==> src/rtl/ext_obi_req_buffer.sv <==
// Request decoupling buffer between a CPU OBI master port and the system bus.
// CPU requests are queued in a small FIFO and forwarded to the bus. A credit
// count limits how many requests can be accepted but not yet answered.
// Responses go straight back to the CPU in request order. A bus rvalid that
// arrives with nothing in flight is dropped and flagged on a sticky error bit.
module ext_obi_req_buffer #(
    parameter int unsigned DEPTH           = 2,  // legal range 1..4
    parameter int unsigned MAX_OUTSTANDING = 2   // legal range DEPTH..7
) (
    input  logic        clk_i,
    input  logic        rst_ni,

    // CPU request
    input  logic        cpu_req_req_i,
    input  logic        cpu_req_we_i,
    input  logic [3:0]  cpu_req_be_i,
    input  logic [31:0] cpu_req_addr_i,
    input  logic [31:0] cpu_req_wdata_i,

    // CPU response
    output logic        cpu_resp_gnt_o,
    output logic        cpu_resp_rvalid_o,
    output logic [31:0] cpu_resp_rdata_o,

    // Bus request
    output logic        bus_req_req_o,
    output logic        bus_req_we_o,
    output logic [3:0]  bus_req_be_o,
    output logic [31:0] bus_req_addr_o,
    output logic [31:0] bus_req_wdata_o,

    // Bus response
    input  logic        bus_resp_gnt_i,
    input  logic        bus_resp_rvalid_i,
    input  logic [31:0] bus_resp_rdata_i,

    output logic [2:0]  outstanding_o,
    output logic        resp_err_o
);

    localparam int unsigned      PTR_W    = (DEPTH > 1) ? $clog2(DEPTH) : 1;
    localparam logic [PTR_W-1:0] LAST_PTR = PTR_W'(DEPTH - 1);
    localparam logic [2:0]       DEPTH_C  = 3'(DEPTH);
    localparam logic [3:0]       MAX_C    = 4'(MAX_OUTSTANDING);

    // FIFO payload storage (no reset: contents are only meaningful via count)
    logic        we_q    [DEPTH];
    logic [3:0]  be_q    [DEPTH];
    logic [31:0] addr_q  [DEPTH];
    logic [31:0] wdata_q [DEPTH];

    logic [PTR_W-1:0] wrPtr_q, wrPtr_d;
    logic [PTR_W-1:0] rdPtr_q, rdPtr_d;
    logic [2:0]       count_q, count_d;
    logic [2:0]       inflight_q, inflight_d;
    logic             respErr_q, respErr_d;

    logic       notEmpty;
    logic       full;
    logic [3:0] outstandingSum;
    logic       creditAvail;
    logic       push;
    logic       pop;
    logic       rspAccept;
    logic       rspSpurious;

    // Grant depends only on registered state and the CPU request, so there is
    // no path from the bus response into the grant. Gating with rst_ni keeps
    // the grant low while reset is held.
    assign notEmpty       = (count_q != 3'd0);
    assign full           = (count_q == DEPTH_C);
    assign outstandingSum = {1'b0, count_q} + {1'b0, inflight_q};
    assign creditAvail    = (outstandingSum < MAX_C);
    assign push           = cpu_req_req_i & rst_ni & ~full & creditAvail;
    assign pop            = notEmpty & bus_resp_gnt_i;
    assign rspAccept      = bus_resp_rvalid_i & (inflight_q != 3'd0);
    assign rspSpurious    = bus_resp_rvalid_i & (inflight_q == 3'd0);

    assign cpu_resp_gnt_o    = push;
    assign cpu_resp_rvalid_o = rspAccept;
    assign cpu_resp_rdata_o  = bus_resp_rdata_i;

    // The head entry drives the bus; the bus sees zeros when the FIFO is empty.
    assign bus_req_req_o   = notEmpty;
    assign bus_req_we_o    = notEmpty ? we_q[rdPtr_q]    : 1'b0;
    assign bus_req_be_o    = notEmpty ? be_q[rdPtr_q]    : 4'h0;
    assign bus_req_addr_o  = notEmpty ? addr_q[rdPtr_q]  : 32'h0;
    assign bus_req_wdata_o = notEmpty ? wdata_q[rdPtr_q] : 32'h0;

    assign outstanding_o = outstandingSum[2:0];
    assign resp_err_o    = respErr_q;

    // Next-state for pointers (wrapping at DEPTH), FIFO count, in-flight count and error flag.
    always_comb begin
        wrPtr_d    = wrPtr_q;
        rdPtr_d    = rdPtr_q;
        count_d    = count_q;
        inflight_d = inflight_q;
        respErr_d  = respErr_q | rspSpurious;

        if (push) begin
            wrPtr_d = (wrPtr_q == LAST_PTR) ? '0 : wrPtr_q + PTR_W'(1);
        end
        if (pop) begin
            rdPtr_d = (rdPtr_q == LAST_PTR) ? '0 : rdPtr_q + PTR_W'(1);
        end

        case ({push, pop})
            2'b10:   count_d = count_q + 3'd1;
            2'b01:   count_d = count_q - 3'd1;
            default: count_d = count_q;
        endcase

        case ({pop, rspAccept})
            2'b10:   inflight_d = inflight_q + 3'd1;
            2'b01:   inflight_d = inflight_q - 3'd1;
            default: inflight_d = inflight_q;
        endcase
    end

    // Control state registers, all cleared asynchronously by reset.
    always_ff @(posedge clk_i or negedge rst_ni) begin
        if (!rst_ni) begin
            wrPtr_q    <= '0;
            rdPtr_q    <= '0;
            count_q    <= 3'd0;
            inflight_q <= 3'd0;
            respErr_q  <= 1'b0;
        end else begin
            wrPtr_q    <= wrPtr_d;
            rdPtr_q    <= rdPtr_d;
            count_q    <= count_d;
            inflight_q <= inflight_d;
            respErr_q  <= respErr_d;
        end
    end

    // Write the accepted CPU request into the tail slot.
    always_ff @(posedge clk_i) begin
        if (push) begin
            we_q[wrPtr_q]    <= cpu_req_we_i;
            be_q[wrPtr_q]    <= cpu_req_be_i;
            addr_q[wrPtr_q]  <= cpu_req_addr_i;
            wdata_q[wrPtr_q] <= cpu_req_wdata_i;
        end
    end

endmodule

==> config.mk <==
export PLATFORM = sky130hd
export DESIGN_NAME = ext_obi_req_buffer
export DESIGN_NICKNAME = d
export VERILOG_FILES = /design/src/rtl/ext_obi_req_buffer.sv
export SDC_FILE = /design/constraint.sdc
export NUM_CORES = 1
export LEC_CHECK = 0
export BUFFER_PORTS_ARGS = -buffer_cell sky130_fd_sc_hd__buf_4
export CAP_MARGIN = 25
export CORE_AREA = 2 2 119 121
export DETAILED_ROUTE_END_ITERATION = 8
export DIE_AREA = 0 0 121 123
export GPL_ROUTABILITY_DRIVEN = 1
export PLACE_DENSITY = 0.73
export SYNTH_ARGS = -nofsm -noshare
export SYNTH_HDL_FRONTEND = slang
export SYNTH_SLANG_ARGS = --single-unit
export TNS_END_PERCENT = 100
==> constraint.sdc <==
create_clock -name clk_i -period 9.3 [get_ports clk_i]
set_input_delay 2.325 -clock clk_i [delete_from_list [all_inputs] [get_ports clk_i]]
set_output_delay 2.325 -clock clk_i [all_outputs]
set_load 0.05 [all_outputs]
[Word-level counts from Yosys, hierarchy flattened]
Memories as Yosys holds them, arrays and structs flattened.
Cells that the tools add are included.
Storage, ports and cells
  RAM bits: 138
  input port bits: 106
  memories kept: 4
  output and inout bits: 108
  flip-flop bits (word level): 9
Memory list
  addr_q: depth 2, bits a word 32, rd ports 1, clocked after Yosys merged registers in 0, wr ports 1, RTL line 49  | logic [31:0] addr_q [DEPTH];
  wdata_q: depth 2, bits a word 32, rd ports 1, clocked after Yosys merged registers in 0, wr ports 1, RTL line 50  | logic [31:0] wdata_q [DEPTH];
  be_q: depth 2, bits a word 4, rd ports 1, clocked after Yosys merged registers in 0, wr ports 1, RTL line 48  | logic [3:0] be_q [DEPTH];
  we_q: depth 2, bits a word 1, rd ports 1, clocked after Yosys merged registers in 0, wr ports 1, RTL line 47  | logic we_q [DEPTH];
Operators by class
  mux-type cells: 10
  $lt $le $gt $ge: 1
  bitwise gates (word level): 8
  $add $sub $neg: 7
  eq/ne operators: 5
  reductions and logical operators: 5
Operator list (count)
  32-bit two-way mux: 2
  3-bit case mux with 2 select lines: 2
  3-bit by 1-bit adder with 3-bit output (second input constant): 2
  1-bit AND: 6
  3-bit nonzero test: 2
  3-bit by 1-bit subtractor with 3-bit output (second input constant): 2
  1-bit two-way mux: 5
  3-bit by 3-bit adder with 4-bit output: 1
  2-bit by 1-bit equality test with 1-bit output (second input constant): 2
  2-bit equality test (second input constant): 2
  4-bit by 2-bit < comparator with 1-bit output (second input constant): 1
  4-bit two-way mux: 1
  2-bit nonzero test: 2
  3-bit by 2-bit equality test with 1-bit output (second input constant): 1
  3-bit logical NOT: 1
  1-bit adder (second input constant): 2
  1-bit NOT: 1
  1-bit bitwise OR: 1

[Logic depth before layout (Yosys ltp)]
Gate-level depths: netlist (run 1).
  depth in word-level cells: 6
  mapped depth: 11
  gate-level depth less buffers: 11

[Least setup slack after synthesis (run 1)]
OpenSTA, ideal clock, no wires.
  path kind: input-to-reg
  start point: input cpu_req_req_i
  end point: memory addr_q[1][0], enable pin
  required time: 8.705 ns
  library setup time: 0.595 ns
  stages on the path: 3
  arrival time: 7.805 ns
  path buffers: 0
  setup slack: 0.900 ns
  cell sequence: nand4bb_1 -> or2_2 -> nor3b_1
On the way
  word-level cells in the longest chain between the ends: 5
Ends and longest elaborated chain
  start: declaration: RTL line 14  | input logic cpu_req_req_i,
  1-bit AND (3 in a row): RTL line 74  | assign push = cpu_req_req_i & rst_ni & ~full & creditAvail;
  1-bit two-way mux: RTL line 140  | if (push) begin
  1-bit two-way mux (not written as such): RTL line 143  | addr_q[wrPtr_q] <= cpu_req_addr_i;
  end: declaration: RTL line 49
No other way between the ends.

[Final worst setup path (run 1)]
  start point: input rst_ni
  end point: output cpu_resp_gnt_o
On the way
  word-level cells in the longest chain between the ends: 3
Ends and longest elaborated chain
  start: declaration: RTL line 11  | input logic rst_ni,
  1-bit AND (3 in a row): RTL line 74
  end: declaration: RTL line 21  | output logic cpu_resp_gnt_o,
No other way between the ends.

==> results of run 1 <==
==> per-layer routing <==
layer	up-vias	share of wire, %	global-route usage (%)
li1	1596	-	-
met1	1639	36	16.75
met2	114	50	27.07
met3	55	9.9	8.303
met4	0	4.1	10.03
met5	-	0	0
==> final cells by class <==
| type | count | area [um2] |
|---|---|---|
| timing repair buffer | 153 | 1149 |
| antenna | 1 | 2.502 |
| fill | 1062 | 5948 |
| multi-input combinational | 179 | 1320 |
| clock buffer | 18 | 429.2 |
| sequential | 147 | 4373 |
| tap | 180 | 225.2 |
| clock inverter | 13 | 135.1 |
| inverter | 8 | 30.03 |
==> power by group <==
part           internal [mW]  switching (mW)
clock network          0.393           0.256
logic                  0.432           0.971
registers              0.815          0.0627
==> synthesized netlist by cell type (2+ instances only) <==
library cell and instances:
nand2_1 2, edfxtp_1 138, nor2b_1 2, inv_1 7, buf_4 40, nor2_1 74
fa_1 3, ha_1 5, dfrtp_1 9, buf_2 7, xnor2_1 3, mux2i_1 71
nor3b_1 2, xor2_1 5, o21ai_0 2
==> final timing paths <==
path,from,slack (ns),endpoint,depth (start not counted)
setup reg to reg,count_q[0],6.08,count_q[2],11
max in group asynchronous,rst_ni,7.41,rdPtr_q,1
hold / removal,resp_err_o,0.47,resp_err_o,1
hold reg to reg,resp_err_o,0.47,resp_err_o,1
setup / recovery,rst_ni,3.65,cpu_resp_gnt_o,5
min in group asynchronous,rst_ni,1.73,inflight_q[2],1
==> sequential cells by signal, summed over array words and instances (netlist names) <==
name	count
addr_q	64
wdata_q	64
be_q	8
count_q	3
inflight_q	3
we_q	2
rdPtr_q	1
resp_err_o	1
wrPtr_q	1
==> stage by stage <==
step           utilization, %  worst slack, ns  cell area [um2]  hold slack (ns)  cells
6_report                56.30            3.652             7664           0.4738    699
5_1_grt                 56.28            3.602             7661           0.5016    698
4_1_cts                 56.28            3.638             7661           0.4754    698
3_5_place_dp            52.14            3.643             7097           0.4501    667
3_3_place_gp            52.14            3.702             7097           0.4477    667
2_1_floorplan               -           0.8997             6042           0.4678    381
==> cells by family (layout without fill, tap and decap cells) <==
group | count (synthesis) | in the layout | synth area share, %
simple gates | 86 | 86 | 6.026
other cells | 0 | 1 | 0
buf+inv | 55 | 192 | 6.047
flops | 147 | 147 | 72.31
mux | 71 | 71 | 11.76
xor+xnor | 8 | 8 | 1.160
fa+ha+maj | 8 | 8 | 2.029
compound gates | 6 | 6 | 0.6629
==> flow_metrics.env, run 1 <==
export IMPL_rows=43
export IMPL_relSlewSlack_pct=34.94
export IMPL_ys_ff_latch=147
export IMPL_p_leak_nw=3.102
export IMPL_die_h_um=123
export IMPL_synth_top_area_share_pct=68.59
export IMPL_io_pins=214
export IMPL_syn_area_per_cell_um2=15.86
export IMPL_overflow=0
export IMPL_ys_async_sr_fraction_pct=6.122
export IMPL_synth_area_um2=6042
export IMPL_tightest_slew_ns=0.9758
export IMPL_vias_per_cell=4.870
export IMPL_antenna_found_initial=1
export IMPL_coreArea_um2=13610
export IMPL_crit_chain="buf_4, nand4bb_1, or2_2, nor2_1, buf_4"
export IMPL_synthTopCellsByArea="edfxtp_1 69%, mux2i_1 12%, buf_4 5.0%"
export IMPL_yosysTopAreaCell="edfxtp_1"
export IMPL_clk_path_buf_depth=2
export IMPL_cts_tree="done"
export IMPL_status="completed"
export IMPL_ant_nets=0
export IMPL_crit_top_cell="buf_4"
export IMPL_critical_path_max_stage_delay_ns=0.35
export IMPL_cts_root_buf="clkbuf_16"
export IMPL_hold_viol_final=0
export IMPL_hold_class="reg2reg"
export IMPL_cp_slowest_cell="or2_2"
export IMPL_post_cts_resize_count=0
export IMPL_skew_ns=0.006186
export IMPL_postCtsSetupBuffers=0
export IMPL_syn_nets=495
export IMPL_cpLargestDelayFamily="simple AND/OR/NAND/NOR gates"
export IMPL_dr_pass1_iters=4
export IMPL_drt_iter0_markers=142
export IMPL_timing_final_crit_share_pct=60.73
export IMPL_finalSetupTns_ns=0
export IMPL_final_common_cell="buf_4"
export IMPL_power_per_cell_area_nw_per_um2=382.1
export IMPL_max_freq_mhz=177.1
export IMPL_ys_flop_type="edfxtp_1"
export IMPL_final_max_slew_viol_count=0
export IMPL_grt_setup_unrepaired="no"
export IMPL_fin_nets=620
export IMPL_total_power_mw=2.928
export IMPL_grt_max_degree=71
export IMPL_period_needed_ns=5.648
export IMPL_grt_pass1_vias=3563
export IMPL_cts_max_level=4
export IMPL_setup_viol=0
export IMPL_arrival_ns=3.32
export IMPL_post_drt_wl_per_cell_um=17.00
export IMPL_grt_pass1_wl_um=17990
export IMPL_path_clk_slew_ns=0.06
export IMPL_cts_buffers_inserted=17
export IMPL_ys_warn_count=0
export IMPL_yosysSeqAreaShare_pct=72.31
export IMPL_critPathKind="in2out"
export IMPL_cts_sinks=147
export IMPL_port_buffers=149
export IMPL_vias=3404
export IMPL_drive_gt1_share_pct=36.29
export IMPL_cp_end_kind="output port"
export IMPL_critPathMaxFanout=10
export IMPL_layout_common_cells="153 x buf_4, 138 x edfxtp_1, 73 x nor2_1, 71 x mux2i_1, 17 x clkbuf_16"
export IMPL_insertion_delay_ns=0.41
export IMPL_route_detailed_drc=0
export IMPL_initial_core_util_pct=44.39
export IMPL_drv_cap=0
export IMPL_synth_edf_count=138
export IMPL_worst_path_buf_inv=2
export IMPL_dp_hpwl_um=7509
export IMPL_place_gp_congestion=0.7906
export IMPL_routed_wl_um=11890
export IMPL_synthToLayoutAreaGrowth_pct=26.84
export IMPL_startpoint_type="input pin"
export IMPL_required_ns=6.98
export IMPL_vdd_drop_max_mv=0.2571
export IMPL_grt_usage_pct=16.45
export IMPL_die_w_um=121
export IMPL_syn_inst=381
export IMPL_dieArea_um2=14880
export IMPL_synth_cell_types=26
export IMPL_cts_hold_buf=0
(Power assumes the default switching activity.)
==> run 2, diff against run 1 <==
Settings changed: ABC_AREA set to 1, CORE_AREA 2 2 119 121 to 2 2 123 125, DIE_AREA 0 0 121 123 to 0 0 125 127, PLACE_DENSITY 0.73 to 0.71.
Clock period 9.3 ns to 5.8 ns, I/O delays scaled along.
==> run 2 against run 1 <==
- sequential power increased by 56%
- combinational power up 89%
- die area increased by 6.7%
- synthesized cell count grew 59%
- total power increased by 73%
- cell count is 32% higher
- clock-buffer cell count rose by 2
- wire length rose by 15%
- setup slack got worse by 1.6 ns
- global-route usage is 1.1 points higher
- worst hold slack better by 0.0091 ns
- critical path type unchanged
- critical path depth rose by 3
==> flow_metrics.env, run 2 <==
export IMPL_vias=4214
export IMPL_period_needed_ns=3.780
export IMPL_cp_end_kind="output port"
export IMPL_clk_path_buf_depth=2
export IMPL_hold_class="reg2reg"
export IMPL_layoutNonFillerInstCount=924
export IMPL_postCtsSetupBuffers=0
export IMPL_io_pins=214
export IMPL_routed_wl_um=13720
export IMPL_final_max_slew_viol_count=0
export IMPL_vias_per_cell=4.561
export IMPL_synth_top_area_share_pct=64.49
export IMPL_relSlewSlack_pct=35.23
export IMPL_final_util_pct=55.68
export IMPL_place_gp_congestion=0.7755
export IMPL_post_drt_wl_per_cell_um=14.85
export IMPL_total_power_mw=5.072
export IMPL_dr_pass1_iters=4
export IMPL_grt_pass1_vias=4269
export IMPL_drt_iter0_markers=206
export IMPL_antenna_found_initial=0
export IMPL_syn_area_per_cell_um2=10.59
export IMPL_synth_fa_ha_area_share_pct=1.908
export IMPL_synth_compound_area_share_pct=0.5646
export IMPL_drv_cap=0
export IMPL_reg_largest_list="addr_q (64), wdata_q (64), be_q (8)"
export IMPL_grt_pass1_wl_um=21370
export IMPL_cts_sinks=147
export IMPL_critPathMaxFanout=10
export IMPL_synth_top_family_by_area="simple AND/OR/NAND/NOR gates"
export IMPL_placed_cells=892
export IMPL_required_ns=4.35
export IMPL_ys_warn_count=0
export IMPL_yosysTopAreaCell="edfxtp_1"
export IMPL_hold_ws_ns=0.4829
export IMPL_synth_edf_count=138
export IMPL_vdd_drop_max_mv=0.3724
export IMPL_max_freq_mhz=264.6
export IMPL_cp_slowest_cell="buf_4"
export IMPL_yosys_area_share_simple_pct=17.87
export IMPL_port_buffers=149
export IMPL_grt_usage_pct=17.59
export IMPL_post_cts_resize_count=0
export IMPL_grt_max_degree=70
export IMPL_p_leak_nw=3.886
export IMPL_cts_buffers_inserted=17
export IMPL_power_per_cell_area_nw_per_um2=631.5
export IMPL_finalSetupTns_ns=0
export IMPL_path_clk_slew_ns=0.05
export IMPL_dieArea_um2=15880
export IMPL_route_detailed_drc=0
export IMPL_synth_area_um2=6426
export IMPL_rows=44
export IMPL_critPathKind="in2out"
export IMPL_crit_top_cell="nand2_1"
export IMPL_timing_final_crit_share_pct=65.16
export IMPL_status="completed"
export IMPL_synth_xor_area_share_pct=0.6815
export IMPL_ys_async_sr_fraction_pct=6.122
export IMPL_critical_path_max_stage_delay_ns=0.19
export IMPL_overflow=0
export IMPL_synthToLayoutAreaGrowth_pct=24.98
export IMPL_syn_inst=607
export IMPL_die_h_um=127
export IMPL_synthTopCellsByArea="edfxtp_1 64%, nand2_1 17%, inv_1 4.7%"
export IMPL_ys_flop_type="edfxtp_1"
export IMPL_startpoint_type="input pin"
export IMPL_drive_gt1_share_pct=25.54
export IMPL_layout_common_cells="292 x nand2_1, 154 x buf_4, 138 x edfxtp_1, 80 x inv_1, 17 x clkbuf_16"
export IMPL_cts_root_buf="clkbuf_16"
export IMPL_synth_cell_types=22
export IMPL_cts_tree="done"
export IMPL_cts_max_level=4
export IMPL_arrival_ns=2.33
export IMPL_skew_ns=0.006513
export IMPL_synth_commonest_cells="292 x nand2_1, 138 x edfxtp_1, 81 x inv_1"
export IMPL_yosysMostFrequentCell="nand2_1"
export IMPL_setup_viol=0
export IMPL_initial_core_util_pct=44.55
export IMPL_yosysSeqAreaShare_pct=67.99
export IMPL_dp_hpwl_um=9044
export IMPL_hold_viol_final=0
export IMPL_final_common_cell="nand2_1"
export IMPL_grt_setup_unrepaired="no"
export IMPL_synthMuxAreaShare_pct=0
export IMPL_finalWorstSetupSlack_ns=2.020
export IMPL_cts_hold_buf=0
export IMPL_die_w_um=125
export IMPL_syn_nets=721
export IMPL_coreArea_um2=14420
export IMPL_insertion_delay_ns=0.42
export IMPL_ant_nets=0
export IMPL_crit_chain="buf_4, nand2_1, inv_1, nand2_1, nor2_1, nand2_1, inv_1, buf_4"
export IMPL_diodes=0
export IMPL_stdcell_area_um2=8031
export IMPL_ys_ff_latch=147
export IMPL_dp_slack_ns=1.999
export IMPL_fin_nets=841
export IMPL_place_area_um2=7456
export IMPL_tightest_slew_ns=0.9716
## run 2: changes by cell type in the layout (fill, tap and decap cells not counted), moves of 3 or more
| cell | previous run | this run |
|---|---|---|
| nand2_1 | 2 | 292 |
| inv_1 | 7 | 80 |
| mux2i_1 | 71 | 0 |
| nor2_1 | 73 | 4 |
| inv_2 | 1 | 4 |
| inv_6 | 3 | 0 |
## run 2: kinds of logic after synthesis
kind of cell             Yosys count
AND/OR/NAND/NOR                  302
flip-flops                       147
adder cells (fa/ha/maj)            8
AO/OA/AOI/OAI                      6
XOR/XNOR                           5
buffers and inverters            139
## run 2: report_power, final
group / internal (mW) / switching, mW
registers: 1.31 / 0.0537
clock network: 0.668 / 0.395
logic: 0.714 / 1.93
total: 2.69 / 2.38
## run 2: final timing paths
| path | endpoint | cells after the start | start | slack (ns) |
|---|---|---|---|---|
| setup / recovery | cpu_resp_gnt_o | 8 | rst_ni | 2.02 |
| hold / removal | resp_err_o | 1 | resp_err_o | 0.48 |
| setup reg to reg | wdata_q[0][2] | 8 | count_q[0] | 2.81 |
| hold reg to reg | resp_err_o | 1 | resp_err_o | 0.48 |
| max in group asynchronous | rdPtr_q | 1 | rst_ni | 4.80 |
| min in group asynchronous | resp_err_o | 1 | rst_ni | 0.85 |
## run 2: layout make-up
class	instances	area, um2
clock buffers	20	436.7
clock inverters	12	138.9
fillers	1254	6392
inverters	85	320.3
multi-input cells	321	1359
flip-flops and latches	147	4370
well taps	184	230.2
repair buffers	155	1176
## run 2: per-layer routing
layer,vias to the layer above,wire length [um],global-route usage [%]
li1,2091,-,-
met1,1925,5216,19.24
met2,146,6784,29.67
met3,52,1026,5.695
met4,0,689,11.31
met5,-,0,0
## run 2: worst max-delay path: cells and delay by family
family                 cells  cell delay [ns]
buffers and inverters      4             0.49
and+or+nand+nor            4             0.39
